<file path="src/rtl/rv_pkg.sv">
// Shared definitions for the R-type instruction packer and the decode path.
// Field bit positions, the RTYPE opcode, the stream FSM states and a field-packing helper.
package rv_pkg;

  localparam int OPC_LSB = 0;
  localparam int RD_LSB  = 7;
  localparam int F3_LSB  = 12;
  localparam int RS1_LSB = 15;
  localparam int RS2_LSB = 20;
  localparam int F7_LSB  = 25;

  localparam logic [6:0] OPC_RTYPE = 7'b0110011;

  typedef enum logic [1:0] {
    IDLE,
    STREAM,
    DONE
  } state_e;

  function automatic logic [31:0] pack_rtype(
    input logic [6:0] funct7,
    input logic [4:0] rs2,
    input logic [4:0] rs1,
    input logic [2:0] funct3,
    input logic [4:0] rd,
    input logic [6:0] opcode
  );
    logic [31:0] w;
    w = '0;
    w[F7_LSB  +: 7] = funct7;
    w[RS2_LSB +: 5] = rs2;
    w[RS1_LSB +: 5] = rs1;
    w[F3_LSB  +: 3] = funct3;
    w[RD_LSB  +: 5] = rd;
    w[OPC_LSB +: 7] = opcode;
    return w;
  endfunction

endpackage

</file>
<file path="src/rtl/sync_fifo.sv">
// Circular FIFO with head-of-queue output: a push is visible on head_dat the next cycle.
// Push is ignored when full and pop when empty; a pop never frees space for a same-cycle push.
module sync_fifo #(
  parameter int WIDTH = 32,
  parameter int DEPTH = 4,
  localparam int PTR_W = $clog2(DEPTH),
  localparam int LVL_W = PTR_W + 1
) (
  input  logic             clk,
  input  logic             rst,
  input  logic             clr,
  input  logic             push,
  input  logic [WIDTH-1:0] push_dat,
  input  logic             pop,
  output logic [WIDTH-1:0] head_dat,
  output logic             full,
  output logic             empty,
  output logic [LVL_W-1:0] level
);

  logic [PTR_W-1:0] wr_ptr_q, wr_ptr_d;
  logic [PTR_W-1:0] rd_ptr_q, rd_ptr_d;
  logic [LVL_W-1:0] cnt_q, cnt_d;
  logic [WIDTH-1:0] mem_q [DEPTH];
  logic [WIDTH-1:0] mem_d [DEPTH];
  logic             push_ok, pop_ok;

  assign full     = (cnt_q == LVL_W'(DEPTH));
  assign empty    = (cnt_q == '0);
  assign level    = cnt_q;
  assign head_dat = mem_q[rd_ptr_q];
  assign push_ok  = push && !full;
  assign pop_ok   = pop && !empty;

  always_comb begin
    wr_ptr_d = wr_ptr_q;
    rd_ptr_d = rd_ptr_q;
    cnt_d    = cnt_q;
    mem_d    = mem_q;
    if (clr) begin
      wr_ptr_d = '0;
      rd_ptr_d = '0;
      cnt_d    = '0;
    end else begin
      // Pointers wrap naturally because DEPTH is a power of two.
      if (push_ok) begin
        mem_d[wr_ptr_q] = push_dat;
        wr_ptr_d        = wr_ptr_q + 1'b1;
      end
      if (pop_ok) begin
        rd_ptr_d = rd_ptr_q + 1'b1;
      end
      cnt_d = cnt_q + LVL_W'(push_ok) - LVL_W'(pop_ok);
    end
  end

  always_ff @(posedge clk) begin
    if (rst) begin
      wr_ptr_q <= '0;
      rd_ptr_q <= '0;
      cnt_q    <= '0;
    end else begin
      wr_ptr_q <= wr_ptr_d;
      rd_ptr_q <= rd_ptr_d;
      cnt_q    <= cnt_d;
    end
  end

  always_ff @(posedge clk) begin
    mem_q <= mem_d;
  end

endmodule

</file>
<file path="src/rtl/rv_instr_packer.sv">
// Packs R-type fields into 32-bit words and streams them into instruction RAM from address 0.
// One cycle from accept to mem_we when idle; in_ready drops when the FIFO is full, done, or clearing.
module rv_instr_packer
  import rv_pkg::*;
#(
  parameter int WIDTH      = 32,
  parameter int FIFO_DEPTH = 4,
  parameter int MEM_WORDS  = 32,
  parameter int ADDR_W     = 5
) (
  input  logic                        clk,
  input  logic                        rst,
  input  logic                        clear,
  input  logic                        in_valid,
  output logic                        in_ready,
  input  logic [6:0]                  opcode,
  input  logic [4:0]                  rd,
  input  logic [2:0]                  funct3,
  input  logic [4:0]                  rs1,
  input  logic [4:0]                  rs2,
  input  logic [6:0]                  funct7,
  output logic                        mem_we,
  output logic [ADDR_W-1:0]           mem_addr,
  output logic [WIDTH-1:0]            mem_wdata,
  input  logic                        mem_ready,
  output logic                        done,
  output logic [7:0]                  illegal_cnt,
  output logic [$clog2(FIFO_DEPTH):0] level
);

  localparam int LVL_W = $clog2(FIFO_DEPTH) + 1;
  localparam logic [ADDR_W-1:0] LAST_ADDR = ADDR_W'(MEM_WORDS - 1);

  state_e            state_q, state_d;
  logic [ADDR_W-1:0] addr_q, addr_d;
  logic [7:0]        ill_q, ill_d;

  logic             full, empty;
  logic [WIDTH-1:0] head_dat;
  logic             accept, legal, push, wr_done;

  // Every 32-bit RISC-V opcode shares the RTYPE low bits 2'b11.
  assign legal    = (opcode[1:0] == OPC_RTYPE[1:0]);
  assign in_ready = !full && (state_q != DONE) && !clear;
  assign accept   = in_valid && in_ready;
  assign push     = accept && legal;
  assign mem_we   = (state_q == STREAM) && !empty;
  assign wr_done  = mem_we && mem_ready && !clear;

  assign mem_addr    = addr_q;
  assign mem_wdata   = empty ? '0 : head_dat;
  assign done        = (state_q == DONE);
  assign illegal_cnt = ill_q;

  sync_fifo #(
    .WIDTH(WIDTH),
    .DEPTH(FIFO_DEPTH)
  ) u_fifo (
    .clk     (clk),
    .rst     (rst),
    .clr     (clear),
    .push    (push),
    .push_dat(pack_rtype(funct7, rs2, rs1, funct3, rd, opcode)),
    .pop     (wr_done),
    .head_dat(head_dat),
    .full    (full),
    .empty   (empty),
    .level   (level)
  );

  always_comb begin
    state_d = state_q;
    addr_d  = addr_q;
    ill_d   = ill_q;
    if (accept && !legal && ill_q != 8'hFF) begin
      ill_d = ill_q + 8'd1;
    end
    if (clear) begin
      state_d = IDLE;
      addr_d  = '0;
    end else begin
      case (state_q)
        IDLE: begin
          if (push) state_d = STREAM;
        end
        STREAM: begin
          if (wr_done) begin
            // The last address is written once; the counter never wraps.
            if (addr_q == LAST_ADDR) begin
              state_d = DONE;
            end else begin
              addr_d = addr_q + 1'b1;
              if (level == LVL_W'(1) && !push) state_d = IDLE;
            end
          end
        end
        DONE: ;
        default: state_d = IDLE;
      endcase
    end
  end

  always_ff @(posedge clk) begin
    if (rst) begin
      state_q <= IDLE;
      addr_q  <= '0;
      ill_q   <= '0;
    end else begin
      state_q <= state_d;
      addr_q  <= addr_d;
      ill_q   <= ill_d;
    end
  end

endmodule

</file>
<file path="config.mk">
export PLATFORM = sky130hd
export DESIGN_NAME = rv_instr_packer
export DESIGN_NICKNAME = d
export VERILOG_FILES = /design/src/rtl/rv_pkg.sv /design/src/rtl/sync_fifo.sv /design/src/rtl/rv_instr_packer.sv
export SDC_FILE = /design/constraint.sdc
export NUM_CORES = 1
export LEC_CHECK = 0
export ABC_AREA = 1
export CAP_MARGIN = 15
export CORE_AREA = 5 5 115 117
export DETAILED_ROUTE_END_ITERATION = 16
export DIE_AREA = 0 0 120 122
export GPL_ROUTABILITY_DRIVEN = 0
export PLACE_DENSITY = 0.76
export SLEW_MARGIN = 10
export SYNTH_ARGS = -nofsm -noshare
export SYNTH_HDL_FRONTEND = slang
export SYNTH_HIERARCHICAL = 1
export SYNTH_SLANG_ARGS = --single-unit
</file>
<file path="constraint.sdc">
create_clock -name clk -period 4.3 [get_ports clk]
set_clock_uncertainty 0.05 [all_clocks]
set_input_delay 0.43 -clock clk [delete_from_list [all_inputs] [get_ports clk]]
set_output_delay 0.43 -clock clk [all_outputs]
set_load 0.1 [all_outputs]
</file>
* Word level (Yosys, flattened, before mapping)
Index checks and enable logic that the tools add are counted.
** Storage, ports and cells
- Output and inout bits :: 51
- Flip-flop bits (word level) :: 150
- Logic and storage cells :: 71
- Input port bits :: 37
** Operators by class
- Equality and inequality tests :: 11
- Bitwise operators :: 5
- Add/sub/neg operators :: 6
- Muxes and demuxes :: 12
- $lt $le $gt $ge :: 3
- Reductions and logical operators :: 24
** Operator list (count)
- $bwmux W128 :: 1
- $mux W32 :: 4
- $bmux W32 S2 :: 1
- $demux W32 S2 :: 1
- $logic_and A1 B1 Y1 :: 13
- $add A8 B1 Y8 const B :: 1
- $mux W2 :: 4
- $ne A8 B8 Y1 const B :: 1
- $ge A3 B3 Y1 const B :: 2
- $not A2 Y3 :: 2
- $pmux W2 S3 :: 1
- $add A5 B1 Y5 const B :: 1
- $eq A5 B5 Y1 const B :: 1
- $logic_not A1 Y1 :: 5
- $add A2 B1 Y2 const B :: 2
- $eq A2 B2 Y1 const B :: 2
- $ne A2 B2 Y1 const B :: 2
- $reduce_and A4 Y1 :: 1
- $add A3 B1 Y3 :: 1
- $eq A3 B1 Y1 const B :: 1
- $eq A3 B3 Y1 const B :: 1
- $logic_not A3 Y1 :: 1
- $lt A3 B1 Y1 const B :: 1
- $ne A3 B1 Y1 const B :: 1
- other kinds (8) :: 10

* Logic depth before layout (Yosys ltp)
- Word-level depth :: 12
- Gate-level depth with buffers :: 17
- Mapped depth without buffers :: 16

* Cells and area by module
The synthesis kept the hierarchy.
** By module, submodules not included
- sync_fifo :: instances 1, area an instance 5240.0 µm², cells each 375
- rv_instr_packer :: instances 1, area an instance 1183.6 µm², cells each 202

* Worst setup path after synthesis
Ideal clock, no wire load.
- Path type :: reg-to-reg
- From :: register u_fifo.cnt_q[1] (netlist: u_fifo/level[1])
- To :: register u_fifo/mem_q[0] in the netlist's numbering (enable)
- Slack :: 467 ps
- Cell stages (with the launch flop) :: 9
- Arrival time :: 3362 ps
- Period minus slack after synthesis :: 3833 ps
- Path buffers :: 0
- Setup time :: 421 ps
- Path through :: dfxtp_1 nor2_1 nand2_1 inv_1 nor2_4 nand4_1 inv_1 nand3b_1 nor2_1
** On the way
- Longest elaborated chain between the ends :: 8
** RTL lines
- start, declared :: RTL line sync_fifo.sv:23 : logic [LVL_W-1:0] cnt_q, cnt_d;
- start signal, assigned :: RTL line sync_fifo.sv:65 : cnt_q <= cnt_d;
- $eq A3 B3 Y1 :: RTL line sync_fifo.sv:28 : assign full = (cnt_q == LVL_W'(DEPTH));
- via full :: RTL line rv_instr_packer.sv:38 : logic full, empty;
- $logic_not A1 Y1 :: RTL line rv_instr_packer.sv:44 : assign in_ready = !full && (state_q != DONE) && !clear;
- $logic_and A1 B1 Y1 (2 in series) :: RTL line rv_instr_packer.sv:44
- $logic_and A1 B1 Y1 :: RTL line rv_instr_packer.sv:45 : assign accept = in_valid && in_ready;
- $logic_and A1 B1 Y1 :: RTL line rv_instr_packer.sv:46 : assign push = accept && legal;
- via push :: RTL line rv_instr_packer.sv:40 : logic accept, legal, push, wr_done;
- $logic_and A1 B1 Y1 :: RTL line sync_fifo.sv:32 : assign push_ok = push && !full;
- $reduce_and A2 Y1 (no line)
- end signal, assigned :: RTL line sync_fifo.sv:70 : mem_q <= mem_d;
- end, declared :: RTL line sync_fifo.sv:24 : logic [WIDTH-1:0] mem_q [DEPTH];
The timed path passes the listed nets, and every way through them passes these cells.
A chain may end at the register's enable or synchronous reset.

* Final worst setup path
- From :: register u_fifo.cnt_q[1] (netlist: u_fifo/level[1])
- To :: output port in_ready
** On the way
- Longest elaborated chain between the ends :: 4
** RTL lines
- $eq A3 B3 Y1 :: RTL line sync_fifo.sv:28
- via full :: RTL line rv_instr_packer.sv:38
- $logic_not A1 Y1 :: RTL line rv_instr_packer.sv:44
- $logic_and A1 B1 Y1 (2 in series) :: RTL line rv_instr_packer.sv:44
- end, declared :: RTL line rv_instr_packer.sv:15 : output logic in_ready,
The timed path passes the listed nets, and every way through them passes these cells.

==> metrics.cfg <==
[global_routing]
antenna_found_initial=0
grt_usage_pct=18.4
grt_pass1_wl_microns=20800
grt_pass1_vias=4338
overflow=0
grt_max_degree=67

[sta]
max_freq_ghz=0.324
setup_slack_ps=1210
fin_tns_setup_ps=0
rsz0062_at_grt=no
period_minus_slack_ps=3090
slew_violations=0
slew_headroom_pct=28.6
worstMarginPinSlew_ps=1070
hold_viol_final=0
timing.final.crit_share_pct=71.8
setup_viol_count_final=0

[placement]
io_buffers=87
post-dp-hpwl_microns=8190
dpl_worst_slack_ps=1010

[synth]
yosys.area_share.simple_pct=13.3
synth_top_area_cell=edfxtp_1
synth_compound_area_share_pct=9.66
syn_inst=577
synthAdderAreaFrac_pct=2.06
synth_most_common_cell=edfxtp_1
synth_xor_area_share_pct=0.818
ys_top_cells_by_area=edfxtp_1, nor2_1, dfxtp_1, inv_1, o21ai_0
synth_top_family_by_area=simple AND/OR/NAND/NOR gates
syn_avg_cell_area_sq_um=11.1
netlist.area_leader.share_pct=59.8
synth-seq-cells=150
synth_seq_area_share_pct=66.7
synth_enable_flop_cells=128
yosys_warnings=6
syn_area_sq_mm=0.00642
synthMuxAreaShare_pct=0
netlist-cell-type-count=33
synthTopCellsByCount=edfxtp_1, nor2_1, inv_1, nand2_1, o21ai_0
synth_ff_type=edfxtp_1
async_reset_ff_share_pct=0
synth_nets=624

[clocking]
htree_levels=4
path_clk_slew_ps=60
cts_sinks=150
cts_tree=built
cts_root_buf=clkbuf_16
cts_resized=0
cts_setup_buffers=0
clk_path_buf_depth=2
clk_latency_ps=410
cts-buffers-inserted=17
hold_buffers=0

[critical_path]
required_ps=3820
end_kind=primary output
crit_fanout=7
path_class=flip-flop to primary output
arrival_ps=2610
cp-start-kind=flip-flop
r2r_setup_slack_ps=1350

[power]
vdd_drop_max_uv=216
leakagePower_nw=2.95
power.density_mw_per_mm2=393

[floorplanning]
die_h_microns=122
design.die.area_sq_mm=0.0146
chipWidth_microns=120
fp.coreArea_sq_mm=0.0123
rows=41
io_pins=88
start_util_pct=52.4

[layout]
fin_nets=711
area_delta_synth_final_pct=21.9
multiInputGateArea_sq_mm=0.00169
n_fill_cell=962
antenna_cells=0
drive_gt1_share_pct=13.1
ff_latch_area_sq_mm=0.00429
utilization_pct=63.9

[detailed_routing]
drc_errors=0
wire_per_inst_microns=15.7
drtIter0Drc=278
via_count=4360
vias_per_cell=5.27
drtAntennaViolNets=0
wl_microns=13000
dr.pass1.iters=7

[run_status]
outcome=complete, no violations

[worst_hold_path]
hp-class=flip-flop to flip-flop

[run]
cap_violations=0

[worst max-delay path, stage by stage (launching register included)]
cell,delay [ps]
dfxtp_1,450
nor2_1,100
nand2_1,180
inv_1,100
nor2_4,120
nand2_4,80
clkinv_4,50
clkdlybuf4s50_1,1130
[area by class of cell]
cell class | instances | area share [%]
clock buffer | 17 | 5.43
timing repair buffer | 92 | 10.6
tap | 150 | 2.40
sequential | 150 | 54.7
inverter | 74 | 3.61
clock inverter | 15 | 1.68
multi-input combinational | 329 | 21.6
[layer usage]
metal / routed length (microns) / global-route usage [%]
met1: 5230 / 21.3
met2: 6520 / 31.6
met3: 993 / 6.64
met4: 208 / 6.66
met5: 0 / 0
[registers in the layout (all words and copies together), names as in the netlist]
register / count
mem_addr: 5
u_fifo/wr_ptr_q: 2
u_fifo/level: 3
state_q: 2
illegal_cnt: 8
u_fifo/rd_ptr_q: 2
u_fifo/mem_q: 128
[metrics by stage]
step / instances / total power, mW / area [sq um] / hold WS, ps
2_1_floorplan: 577 / 1.67 / 6420 / 453
3_3_place_gp: 795 / 1.73 / 7270 / 430
3_5_place_dp: 795 / 1.74 / 7270 / 443
4_1_cts: 827 / 3.11 / 7830 / 450
5_1_grt: 827 / 3.18 / 7830 / 486
6_report: 827 / 3.07 / 7830 / 452
[where the power goes]
part           switching [mW]  total (mW)  internal, mW
Sequential            0.00314        1.59          1.58
Combinational          0.0749       0.120        0.0454
Clock                   0.572        1.37         0.796
[cell usage in the layout (no fill, tap or decap), drive strengths merged]
cell,instances
clkinv,8
ha,9
o21ai,67
o22ai,32
buf,37
nor3b,1
fa,1
bufinv,1
inv,76
nor2,124
nor3,1
or2,1
nand3b,1
clkinvlp,4
nand2,53
clkdlybuf4s50,55
xnor2,1
edfxtp,128
nand3,11
a21oi,17
nand4,5
xor2,5
clkbuf,17
dfxtp,22
[path summary, 6_finish.rpt]
check                                    endpoint            start  cells after the start
worst max-delay path                     in_ready  u_fifo/level[1]                      7
worst min-delay path                  mem_addr[3]      mem_addr[3]                      2
worst max register to register  u_fifo/mem_q[101]  u_fifo/level[1]                      9
worst min register to register        mem_addr[3]      mem_addr[3]                      2
[kinds of logic (layout without fill, tap and decap cells)]
logic type / after synthesis / in the layout
flip-flops: 150 / 150
buffers and inverters: 98 / 198
AO/OA/AOI/OAI: 116 / 116
XOR/XNOR: 6 / 6
adder cells (fa/ha/maj): 10 / 10
AND/OR/NAND/NOR: 197 / 197
Note: power is estimated with default switching activity, not from simulation.
